===== config.mk =====
export PLATFORM = sky130hd
export DESIGN_NAME = mem_arbiter
export DESIGN_NICKNAME = d
export VERILOG_FILES = /design/src/rtl/mem_arbiter.sv
export SDC_FILE = /design/constraint.sdc
export NUM_CORES = 1
export LEC_CHECK = 0
export BUFFER_PORTS_ARGS = -buffer_cell sky130_fd_sc_hd__buf_2
export CELL_PAD_IN_SITES_DETAIL_PLACEMENT = 2
export CELL_PAD_IN_SITES_GLOBAL_PLACEMENT = 2
export CORE_MARGIN = 2
export CORE_UTILIZATION = 23
export DETAILED_ROUTE_END_ITERATION = 10
export HOLD_SLACK_MARGIN = 0.06
export PLACE_DENSITY = 0.83
export SYNTH_ARGS = -nofsm -noshare
export SYNTH_HDL_FRONTEND = slang
export SYNTH_SLANG_ARGS = --single-unit

===== constraint.sdc =====
create_clock -name clk -period 4.28 [get_ports clk]
set_input_delay 0.642 -clock clk [delete_from_list [all_inputs] [get_ports clk]]
set_output_delay 0.642 -clock clk [all_outputs]
set_load 0.03 [all_outputs]

===== src/rtl/mem_arbiter.sv =====
// Two-port arbiter sharing one synchronous data-memory port between the LSU (port 0)
// and the image loader/DMA (port 1), with starvation relief, atomic lock sequences and read-data routing.
module mem_arbiter #(
  parameter int ADDR_W       = 32,
  parameter int DATA_W       = 32,
  parameter int STARVE_LIMIT = 4
) (
  input  logic              clk,
  input  logic              rst,
  input  logic              req0_valid,
  input  logic              req0_we,
  input  logic              req0_lock,
  input  logic [ADDR_W-1:0] req0_addr,
  input  logic [DATA_W-1:0] req0_wdata,
  output logic              req0_ready,
  output logic              req0_rvalid,
  output logic [DATA_W-1:0] req0_rdata,
  input  logic              req1_valid,
  input  logic              req1_we,
  input  logic              req1_lock,
  input  logic [ADDR_W-1:0] req1_addr,
  input  logic [DATA_W-1:0] req1_wdata,
  output logic              req1_ready,
  output logic              req1_rvalid,
  output logic [DATA_W-1:0] req1_rdata,
  output logic              mem_we,
  output logic [ADDR_W-1:0] mem_addr,
  output logic [DATA_W-1:0] mem_wdata,
  input  logic [DATA_W-1:0] mem_rdata,
  output logic [1:0]        state_dbg,
  output logic [3:0]        starve_cnt_dbg
);

  // Handshake: an access is accepted on a rising edge where valid & ready; ready is
  // combinational and never depends on the request's own lock/we/addr fields.
  typedef enum logic [1:0] {
    IDLE  = 2'd0,
    LOCK0 = 2'd1,
    LOCK1 = 2'd2
  } state_t;

  localparam logic [3:0] LIMIT = 4'(STARVE_LIMIT);

  state_t            state, state_next;
  logic [3:0]        starve_cnt, starve_next;
  logic              grant0, grant1;
  logic              pend_valid, pend_port;
  logic [DATA_W-1:0] rdata0_q, rdata1_q;

  always_comb begin
    grant0 = 1'b0;
    grant1 = 1'b0;
    if (!rst) begin
      case (state)
        IDLE: begin
          if (req0_valid && req1_valid) begin
            if (starve_cnt >= LIMIT) grant1 = 1'b1;
            else                     grant0 = 1'b1;
          end else begin
            grant0 = req0_valid;
            grant1 = req1_valid;
          end
        end
        LOCK0:   grant0 = req0_valid;
        LOCK1:   grant1 = req1_valid;
        default: ;
      endcase
    end
  end

  assign req0_ready = grant0;
  assign req1_ready = grant1;

  // A grant with lock set takes (or keeps) ownership; a grant without lock releases it.
  always_comb begin
    state_next = state;
    if (grant0)      state_next = req0_lock ? LOCK0 : IDLE;
    else if (grant1) state_next = req1_lock ? LOCK1 : IDLE;
  end

  // The count is frozen while port 0 owns the memory, so the lock does not itself earn port 1 a slot.
  always_comb begin
    starve_next = starve_cnt;
    if (state == LOCK0)              starve_next = starve_cnt;
    else if (!req1_valid || grant1)  starve_next = 4'd0;
    else if (starve_cnt < LIMIT)     starve_next = starve_cnt + 4'd1;
  end

  always_comb begin
    mem_we    = 1'b0;
    mem_addr  = '0;
    mem_wdata = '0;
    if (grant0) begin
      mem_we    = req0_we;
      mem_addr  = req0_addr;
      mem_wdata = req0_wdata;
    end else if (grant1) begin
      mem_we    = req1_we;
      mem_addr  = req1_addr;
      mem_wdata = req1_wdata;
    end
  end

  always_ff @(posedge clk) begin
    if (rst) begin
      state      <= IDLE;
      starve_cnt <= 4'd0;
      pend_valid <= 1'b0;
      pend_port  <= 1'b0;
      rdata0_q   <= '0;
      rdata1_q   <= '0;
    end else begin
      state      <= state_next;
      starve_cnt <= starve_next;
      pend_valid <= (grant0 && !req0_we) || (grant1 && !req1_we);
      pend_port  <= grant1;
      if (req0_rvalid) rdata0_q <= mem_rdata;
      if (req1_rvalid) rdata1_q <= mem_rdata;
    end
  end

  // Memory data arrives during the cycle after the grant; it is steered straight to the
  // tagged port and then held. A reset in that cycle drops the delivery.
  assign req0_rvalid = pend_valid && !pend_port && !rst;
  assign req1_rvalid = pend_valid &&  pend_port && !rst;
  assign req0_rdata  = req0_rvalid ? mem_rdata : rdata0_q;
  assign req1_rdata  = req1_rvalid ? mem_rdata : rdata1_q;

  assign state_dbg      = state;
  assign starve_cnt_dbg = starve_cnt;

endmodule


* Yosys cells after proc, flatten, opt, wreduce, memory -nomap -nowiden
Index checks and enable logic that the tools add are counted.
** Storage, ports and cells
- Register bits :: 72
- Output and inout bits :: 139
** Operators by class
- Add/sub/neg operators :: 1
- $lt $le $gt $ge :: 2
- Equality and inequality tests :: 2
- Muxes and demuxes :: 22
- Bitwise logic cells :: 1
- Reduce and logical (&&, ||, !) cells :: 18
** Operators by type and width (count)
- $mux 32 :: 6
- $mux 1 :: 9
- $mux 4 :: 2
- $logic_and 1x1->1 :: 7
- $mux 2 :: 3
- $logic_not 1->1 :: 5
- $add 4x1->4 const B :: 1
- $ge 4x3->1 const B :: 1
- $lt 4x3->1 const B :: 1
- $pmux 1 s2 :: 2
- $reduce_bool 2->1 :: 2
- $eq 2x1->1 const B :: 1
- $eq 2x2->1 const B :: 1
- $logic_not 2->1 :: 1
- $logic_or 1x1->1 :: 2
- $reduce_and 2->1 :: 1
- $not 1->1 :: 1

* Longest topological paths before layout
Gate-level depths: netlist (run 1).
- Depth after elaboration :: 8
- Depth in mapped cells :: 6

* Worst setup path after synthesis (run 1)
Ideal clock, no wire load.
- Kind :: input -> output
- From :: in req1_valid
- To :: out mem_addr[0]
- Data arrival time :: 1.952 ns
- Setup slack :: 1.686 ns
- Cell stages on the path :: 6
- Cells stage by stage :: buf_2 -> nor2b_1 -> buf_2 -> buf_2 -> nand3_1 -> a21oi_1
** On the way
- Longest elaborated chain between the ends :: 6
- Elaborated cells between the ends (all ways) :: 9
- Classes of those cells :: 8 x mux; 1 x reduce/logical
** Ends and longest elaborated chain
- start, declared :: line 18 : input logic req1_valid,
- $logic_and 1x1->1 :: line 56 : if (req0_valid && req1_valid) begin
- $mux 1 :: line 56
- $pmux 1 s2 :: line 54 : case (state)
- $mux 1 :: line 53 : if (!rst) begin
- $mux 32 :: line 97 : end else if (grant1) begin
- $mux 32 * :: line 93 : if (grant0) begin
- end, declared :: line 27 : output logic [ADDR_W-1:0] mem_addr,
Mark *: on every way between the ends. The rest lies on a longest branch, timed or not.

* Worst setup path in the final report (run 1)
- From :: reg state[1] (netlist: state_dbg[1])
- To :: out mem_addr[5]
** On the way
- Longest elaborated chain between the ends :: 5
- Elaborated cells between the ends (all ways) :: 9
- Classes of those cells :: 2 x eq/ne; 6 x mux; 1 x reduce/logical
** Ends and longest elaborated chain
- start, declared :: line 44 : state_t state, state_next;
- start signal, assigned :: line 113 : state <= state_next;
- $eq 2x2->1 / $logic_not 2->1 (equally long branches) :: line 54
- $pmux 1 s2 :: line 54
- $mux 1 :: line 53
- $mux 32 :: line 97
- $mux 32 * :: line 93
Marked as above.

==> results.cfg, run 1 <==
[power]
ir_drop_uv = 228.4
cellPowerDensity_nw_per_um2 = 311.3
power.leakage_nw = 3.045
total_power_mw = 1.973

[global_route]
grt_usage_pct = 17.79
overflow = 0
grt_pass1_vias = 5272
grt_max_degree = 71
antenna_found_initial = 3
grt_pass1_wl_um = 28390

[cts]
cts.path.max_buffers = 2
root_buffer = clkbuf_16
cts-resized-gates = 0
cts_tree = yes
clk_latency_ns = 0.33
path_clk_slew_ns = 0.06
postCtsSetupRepairBufs = 0
cts_num_sinks = 72
cts_hold_buffers = 0
cts_buffers = 9
htreeDepth = 3

[detailed_routing]
ant_nets = 0
drt_iter0_drc = 134
wl_per_cell_um = 18.41
drc = 0
vias = 4953
viasPerCell = 4.885
first_pass_iters = 4
wl_um = 18670

[cells_and_area]
drive_gt1_share_pct = 51.03
layout_common_cells = 305 x buf_2, 72 x dfxtp_1, 68 x o211ai_1, 68 x nand3_1, 68 x a21oi_1
fin_cells = 1014
final_common_cell = buf_2
syn2layout_area_growth_pct = 46.39
final_nets = 942

[logic_synthesis]
yosys_warnings = 0
synth_compound_area_share_pct = 21.73
synth.net_count = 674
synthAdderAreaFrac_pct = 0.2890
synth-simple-area-share_pct = 20.90
synth.distinct_cells = 36
avgSynthCellArea_um2 = 8.573
postSynthCellCount = 505
netlist_area_um2 = 4329
synth-xor-area-share_pct = 0
synth_seq_area_share_pct = 33.29
synth-seq-cells = 72
synth_top_family_by_area = compound AO/OA/AOI/OAI gates
synth_mux_area_share_pct = 16.65

[floorplan]
core_um2 = 18580
start_util_pct = 23.30
row_count = 50
die_x_um = 141.2
die_y_um = 141.2
die-area_um2 = 19940
ios = 307

[min_path]
hp-class = input port to flop
hold_start = req1_lock

[sta]
setup_viol = 0
finClkSkew_ns = 0.005898
timing.setup.tns_ns = 0
grt_setup_unrepaired = false
hold_viol_final = 0
fin_crit_sh_pct = 74.08
timing.fmax_ghz = 0.3154
slew_headroom_pct = 47.28
maxSlewViolCount = 0
period_needed_ns = 3.171
worst_slack_ns = 1.109
tightest_slew_ns = 0.7891

[place]
io_buffers = 306
pre_cts_slack_ns = 1.212
dpl.hpwl_um = 13600
post-place-cells = 996
place.gp.congestion = 0.7592

[setup_path]
r2r-start = state_dbg[1]
endpoint_kind = output port
path_class = flop to output port
crit_start = state_dbg[1]
critical_path_arrival_ns = 2.53
critPathMaxFanout = 26
worstSetupStartpointType = flop
crit_required_ns = 3.64

[run]
max_cap_viol_count = 0

[outcome]
status = finished, final reports clean
where the power goes:
part | switching, mW | total, mW | internal (mW)
Sequential | 0.00713 | 0.690 | 0.682
Combinational | 0.296 | 0.461 | 0.165
Clock | 0.306 | 0.822 | 0.516
Total | 0.609 | 1.97 | 1.36
flip-flops by register name (all words and copies together) (netlist names):
name,cells
rdata0_q,32
pend_port,1
rdata1_q,32
pend_valid,1
state_dbg,2
starve_cnt_dbg,4
cell type report:
class | count | area (µm²)
well taps | 234 | 292.8
flip-flops and latches | 72 | 1441
inverters | 5 | 18.77
multi-input cells | 367 | 2604
fillers | 2183 | 12240
repair buffers | 318 | 1649
clock inverters | 7 | 101.3
diodes | 2 | 5.005
clock buffers | 9 | 225.2
final timing paths:
path / to / slack [ns] / depth (start not counted)
worst max-delay path: mem_addr[5] / 1.11 / 5
worst min-delay path: state_dbg[1] / 0.57 / 3
worst max register to register: state_dbg[1] / 2.23 / 4
worst min register to register: rdata0_q[8] / 0.57 / 2
through the flow:
step	area (µm²)	util, %	hold slack [ns]
after floorplan	4329	-	0.6492
after global placement	6006	32.32	0.5505
after detailed placement	6006	32.32	0.5680
after CTS	6332	34.08	0.5604
after global routing	6332	34.08	0.5896
final	6337	34.11	0.5749
cells in the mapped netlist:
library cell	number	area, µm²
clkbuf_1	38	142.6
and2_1	2	12.51
nor4b_1	1	8.760
a21boi_0	1	7.510
o211ai_1	68	510.5
a21o_1	1	7.510
nand2b_1	3	18.77
nor3b_4	1	18.77
nor3b_1	1	7.510
o21ai_0	2	10.01
or3_1	1	6.260
o21a_1	1	7.510
mux2_1	8	90.09
a31oi_1	1	6.260
mux2_2	56	630.6
buf_6	4	45.04
a211o_1	2	17.52
dfxtp_1	72	1441
buf_2	16	80.08
buf_4	3	22.52
ha_1	1	12.51
nor2b_1	68	425.4
a2111oi_0	1	8.760
a211oi_1	1	7.510
nand3_1	68	340.3
nand2_1	1	3.750
nor4_1	1	6.260
a41oi_1	1	8.760
o2111ai_1	1	8.760
inv_1	5	18.77
or4b_1	1	10.01
nand3b_1	1	7.510
nand3b_4	1	20.02
nor3_1	3	15.01
nor2_1	1	3.750
a21oi_1	68	340.3
per-layer routing:
metal  global-route usage, %  wire, µm  up-vias
li1                        -         -     2383
met1                   20.89      7746     2359
met2                   32.04      9278      197
met3                   5.299      1456       12
met4                   3.684       176        2
met5                       0        12        -
worst max-delay path, cell delays in order (launching register included):
cell and delay (ns):
dfxtp_1 0.42, or4b_2 1.00, buf_4 0.34, nand3_1 0.11, a21oi_1 0.07, buf_2 0.22
logic make-up after synthesis:
logic type	Yosys count
muxes	64
adders and majority gates	1
AOI/OAI and AO/OA	148
and+or+nand+nor	154
DFF	72
buffers and inverters	66
No activity file was read; power rests on OpenSTA's default activity.
==> run 2, diff against run 1 <==
--- a/config.mk
+++ b/config.mk
@@ -5,14 +5,15 @@
 export SDC_FILE = /design/constraint.sdc
 export NUM_CORES = 1
 export LEC_CHECK = 0
+export ABC_AREA = 1
 export BUFFER_PORTS_ARGS = -buffer_cell sky130_fd_sc_hd__buf_2
 export CELL_PAD_IN_SITES_DETAIL_PLACEMENT = 2
 export CELL_PAD_IN_SITES_GLOBAL_PLACEMENT = 2
 export CORE_MARGIN = 2
-export CORE_UTILIZATION = 23
+export CORE_UTILIZATION = 17
 export DETAILED_ROUTE_END_ITERATION = 10
 export HOLD_SLACK_MARGIN = 0.06
-export PLACE_DENSITY = 0.83
+export PLACE_DENSITY = 0.75
 export SYNTH_ARGS = -nofsm -noshare
 export SYNTH_HDL_FRONTEND = slang
 export SYNTH_SLANG_ARGS = --single-unit
==> constraint.sdc (replaced) <==
create_clock -name clk -period 2.8 [get_ports clk]
set_input_delay 0.42 -clock clk [delete_from_list [all_inputs] [get_ports clk]]
set_output_delay 0.42 -clock clk [all_outputs]
set_load 0.03 [all_outputs]
==> run 2 against run 1 <==
Compared with the run above: clock-buffer cell count increased by 2; sequential share of layout area about the same; sequential power increased by 55%; power increased by 54%; worst hold slack got worse by 0.25 ns; clock power increased by 45%; final cell count increased by 31%; area after synthesis decreased by 1.9%; wire length decreased by 1.2%; global-route usage decreased by 4.0 points; critical path type unchanged; critical endpoint is now mem_addr[18]; largest cell class unchanged; highest routed layer is now met4.
==> results.cfg, run 2 <==
[outcome]
status = finished, final reports clean

[logic_synthesis]
synth_seq_area_share_pct = 33.94
yosys_warnings = 0
avgSynthCellArea_um2 = 5.923
synth-seq-cells = 72
netlist_top_cells_area = dfxtp_1 34%, nand2_1 24%, inv_1 15%, a211oi_1 5.7%, a21oi_1 4.0%
ys_async_sr_fraction_pct = 0
synth.most_common_cell = nand2_1
ys_dominant_reg_cell = dfxtp_1
synth_common_cells = 275 x nand2_1, 174 x inv_1, 72 x dfxtp_1, 38 x nor2_1, 34 x a21oi_1
synth.net_count = 886
netlist_area_um2 = 4247
synth.distinct_cells = 25
synth_top_area_share_pct = 33.94
postSynthCellCount = 717
synth_edf_count = 0
synth_top_area_cell = dfxtp_1

[detailed_routing]
ant_nets = 0
drt_iter0_drc = 169
wl_per_cell_um = 13.86
wl_um = 18440
drc = 0
first_pass_iters = 4
vias = 5261
viasPerCell = 3.956

[sta]
setup_viol = 0
tightest_slew_ns = 0.7672
worst_slack_ns = 0.4081
hold_viol_final = 0
fin_crit_sh_pct = 85.42
slew_headroom_pct = 48.85
grt_setup_unrepaired = false
timing.fmax_ghz = 0.4181
finClkSkew_ns = 0.003616
maxSlewViolCount = 0
period_needed_ns = 2.392
timing.setup.tns_ns = 0
final.hold.worst_slack_ns = 0.3282

[global_route]
grt_max_degree = 68
antenna_found_initial = 0
grt_pass1_wl_um = 28810
grt_usage_pct = 13.80
grt_pass1_vias = 5442
overflow = 0

[setup_path]
cp_slowest_cell = dfxtp_1
crit_required_ns = 2.38
critPathMaxFanout = 53
worstSetupStartpointType = flop
path_class = flop to output port
crit_path_frequent_cell = nand2_1
critical_path_arrival_ns = 1.97
slowest_delay_ns = 0.34
crit_chain = inv_1 -> nand2_1 -> nor2_1 -> nand2_1 -> inv_2 -> buf_12 -> nand2_1 -> nand2_1 -> buf_2
endpoint_kind = output port
rr_worst_depth = 8

[cells_and_area]
final_util_pct = 25.95
drive_gt1_share_pct = 33.50
antenna_cells = 0
syn2layout_area_growth_pct = 49.03
layout_common_cells = 306 x buf_2, 274 x nand2_1, 174 x inv_1, 72 x dfxtp_1, 38 x nor2_1
final_nets = 1170
final_common_cell = buf_2
fillers = 3134

[floorplan]
die-area_um2 = 26260
ios = 307
row_count = 57
die_y_um = 162.1
start_util_pct = 17.41
die_x_um = 162.1
core_um2 = 24390

[power]
cellPowerDensity_nw_per_um2 = 479.9
power.leakage_nw = 4.121
ir_drop_uv = 233.7

[place]
pre_cts_slack_ns = 0.5421
dpl.hpwl_um = 14570
io_buffers = 306
place.gp.congestion = 0.7603

[cts]
htreeDepth = 3
cts_num_sinks = 72
cts-resized-gates = 0
postCtsSetupRepairBufs = 0
cts.path.max_buffers = 2
clk_latency_ns = 0.34
root_buffer = clkbuf_16
cts_buffers = 9
cts_tree = yes
path_clk_slew_ns = 0.06
cts_hold_buffers = 0

[min_path]
hp-class = input port to flop
hold_path_depth = 2

[run]
max_cap_viol_count = 0
-- run 2: cell families (layout without fill, tap and decap cells) --
group | count (synthesis) | in the layout | synth area share (%)
buffers and inverters | 216 | 505 | 21.98
AO/OA/AOI/OAI | 100 | 100 | 13.70
adder cells (fa/ha/maj) | 1 | 1 | 0.2946
AND/OR/NAND/NOR | 328 | 328 | 30.08
flip-flops | 72 | 72 | 33.94
-- run 2: layout make-up --
type                       count  area (µm²)  share of cell area, %
inverter                     177       666.9                  10.54
multi-input combinational    429        1881                  29.72
timing repair buffer         312        1627                  25.70
clock buffer                  11       252.7                  3.994
tap                          324       405.4                  6.406
clock inverter                 5       55.05                 0.8699
sequential                    72        1441                  22.78
-- run 2: per-layer routing --
metal	up-vias	share of wire, %	global-route usage (%)
li1	2659	-	-
met1	2466	43	17.16
met2	111	52	24.27
met3	25	3.3	2.094
met4	0	2.2	4.747
met5	-	0	0
-- run 2: path summary, 6_finish.rpt --
check,to,startpoint,slack (ns)
setup / recovery,mem_addr[18],state_dbg[1],0.41
hold / removal,pend_valid,req0_we,0.33
setup reg to reg,state_dbg[1],state_dbg[0],1.41
hold reg to reg,state_dbg[0],state_dbg[0],0.53
-- run 2: report_power, final --
group          internal (mW)  switching, mW  total [mW]
clock network          0.735          0.457        1.19
registers               1.06         0.0115        1.07
logic                  0.245          0.531       0.776
total                   2.04           1.00        3.04
-- run 2: worst max-delay path, delay by kind of cell, from the launching register on --
family,cells,cell delay (ns)
buffers and inverters,4,0.80
and+or+nand+nor,5,0.46
DFF,1,0.34
-- run 2: per-stage QoR --
step	cell area (µm²)	total power, mW	std cells
floorplan	4247	1.571	717
global placement	6021	1.866	1314
detailed placement	6021	1.882	1314
CTS	6329	3.119	1330
global route	6329	3.217	1330
finish	6329	3.037	1330
==> run 3, diff against run 2 <==
--- a/config.mk
+++ b/config.mk
@@ -14,6 +14,8 @@
 export DETAILED_ROUTE_END_ITERATION = 10
 export HOLD_SLACK_MARGIN = 0.06
 export PLACE_DENSITY = 0.75
+export REMOVE_ABC_BUFFERS = 1
+export SETUP_SLACK_MARGIN = 0.5
 export SYNTH_ARGS = -nofsm -noshare
 export SYNTH_HDL_FRONTEND = slang
 export SYNTH_SLANG_ARGS = --single-unit
==> run 3 against run 2 <==
Compared with the run above: flip-flop and latch count unchanged; clock power down 3%; first-iteration DRC count fell by 11%; worst setup slack better by 0.26 ns; fmax grew 12%; die area unchanged; global-route usage grew 1.8 points; critical endpoint is now mem_wdata[9].
==> results.cfg, run 3 (synthesized netlist as in run 2, its figures left out) <==
[outcome]
status = finished, final reports clean

[detailed_routing]
wl_um = 21930
ant_nets = 0
first_pass_iters = 4
drt_iter0_drc = 150
viasPerCell = 4.057
drc = 0
wl_per_cell_um = 16.36
vias = 5441

[global_route]
grt_usage_pct = 15.63
grt_pass1_wl_um = 31660
antenna_found_initial = 6
overflow = 0
grt_pass1_vias = 5629
grt_max_degree = 60

[floorplan]
ios = 307
row_count = 57
die-area_um2 = 26260
start_util_pct = 17.41
die_y_um = 162.1
die_x_um = 162.1
core_um2 = 24390

[place]
place.gp.congestion = 0.7847
place_area_um2 = 6023
dpl.hpwl_um = 16570
io_buffers = 306
post-place-cells = 1316

[cts]
htreeDepth = 3
root_buffer = clkbuf_16
cts_buffers = 9
cts_num_sinks = 72
cts.path.max_buffers = 2
path_clk_slew_ns = 0.06
clk_latency_ns = 0.33
cts_tree = yes
cts_hold_buffers = 0

[setup_path]
crit_required_ns = 2.38
timing.rr.end = starve_cnt_dbg[0]
crit_path_end = mem_wdata[9]
ff2ff_setup_slack_ns = 1.49
rr_worst_depth = 6
r2r-start = starve_cnt_dbg[3]
endpoint_kind = output port
worstSetupStartpointType = flop
path_class = flop to output port
crit_start = state_dbg[1]
critPathMaxFanout = 16
critical_path_arrival_ns = 1.71

[cells_and_area]
layout_common_cells = 300 x buf_2, 273 x nand2_1, 174 x inv_1, 71 x dfxtp_1, 36 x nor2_1
fin_area_um2 = 6523
syn2layout_area_growth_pct = 53.59
final_nets = 1178
drive_gt1_share_pct = 34.42
fin_cells = 1341
fillers = 3123
final_common_cell = buf_2

[power]
cellPowerDensity_nw_per_um2 = 467.1
power.leakage_nw = 4.207
ir_drop_uv = 217.6

[sta]
final.hold.worst_slack_ns = 0.3283
setup_viol = 0
fin_crit_sh_pct = 76.03
slew_headroom_pct = 55.17
grt_setup_unrepaired = false
tightest_slew_ns = 0.6725
timing.fmax_ghz = 0.4697
hold_viol_final = 0
period_needed_ns = 2.129
finClkSkew_ns = 0.003145
maxSlewViolCount = 0

[run]
max_cap_viol_count = 0

[min_path]
hp-class = input port to flop
run 3: cell count changes in the layout (fill, tap and decap cells not counted), moves of 2 or more:
cell	delta
inv_2	-2
nor2_1	-2
buf_4	+4
diode_2	+3
clkbuf_16	+4
nor2_2	+2
nand2_4	+2
clkbuf_4	+5
buf_16	+2
clkbuf_8	-2
buf_2	-6
run 3: worst min-delay path by stage:
stage | startpoint | endpoint | slack (ns) | cells after the start
finish | req0_we | pend_valid | 0.33 | 2
global route | req0_we | pend_valid | 0.33 | 2
CTS | req0_we | pend_valid | 0.33 | 2
detailed placement | starve_cnt_dbg[3] | starve_cnt_dbg[3] | 0.51 | 2
global placement | starve_cnt_dbg[3] | starve_cnt_dbg[3] | 0.50 | 2
floorplan | rst | state_dbg[0] | 0.49 | 1
run 3: what timing repair did:
action,CTS,global route
buffers inserted,0,0
cloned,2,4
gates resized for setup,7,13
endpoints found under the setup margin,39,74
run 3: area by class of cell:
cell class	count	area, µm²	share of cell area, %
Multi-Input combinational cell	429	1902	29.16
Timing Repair Buffer	320	1799	27.58
Sequential cell	72	1443	22.12
Inverter	177	676.9	10.38
Tap cell	324	405.4	6.215
Clock buffer	10	229.0	3.510
Clock inverter	6	60.06	0.9208
Antenna cell	3	7.507	0.1151
run 3: routing by layer:
metal	GRT usage (%)	up-vias	share of wire [%]
met5	0	-	0.073
met4	4.103	2	0.97
met3	4.341	16	6.7
met2	28.76	195	52
met1	17.69	2542	41
li1	-	2686	-
run 3: report_power, final:
group          switching (mW)  total (mW)  internal, mW
logic                   0.558       0.825         0.267
registers              0.0118        1.07          1.06
clock network           0.466        1.15         0.686
run 3: metrics by stage:
stage	TNS [ns]	setup WS, ns	power [mW]	util, %
final	0	0.6712	3.047	26.74
after global routing	0	0.5101	3.223	26.73
after CTS	0	0.5024	3.091	26.16
after detailed placement	0	0.5121	1.892	24.69
after global placement	0	0.5071	1.878	24.69
after floorplan	-38.49	-0.9648	1.535	-
run 3: worst max-delay path, stage by stage (launching register included):
cell	delay, ns
dfxtp_1	0.35
inv_1	0.09
nand2_1	0.06
nor2_2	0.11
nand2_2	0.12
inv_6	0.12
clkbuf_16	0.19
nand2_1	0.06
nand2_1	0.07
buf_2	0.21
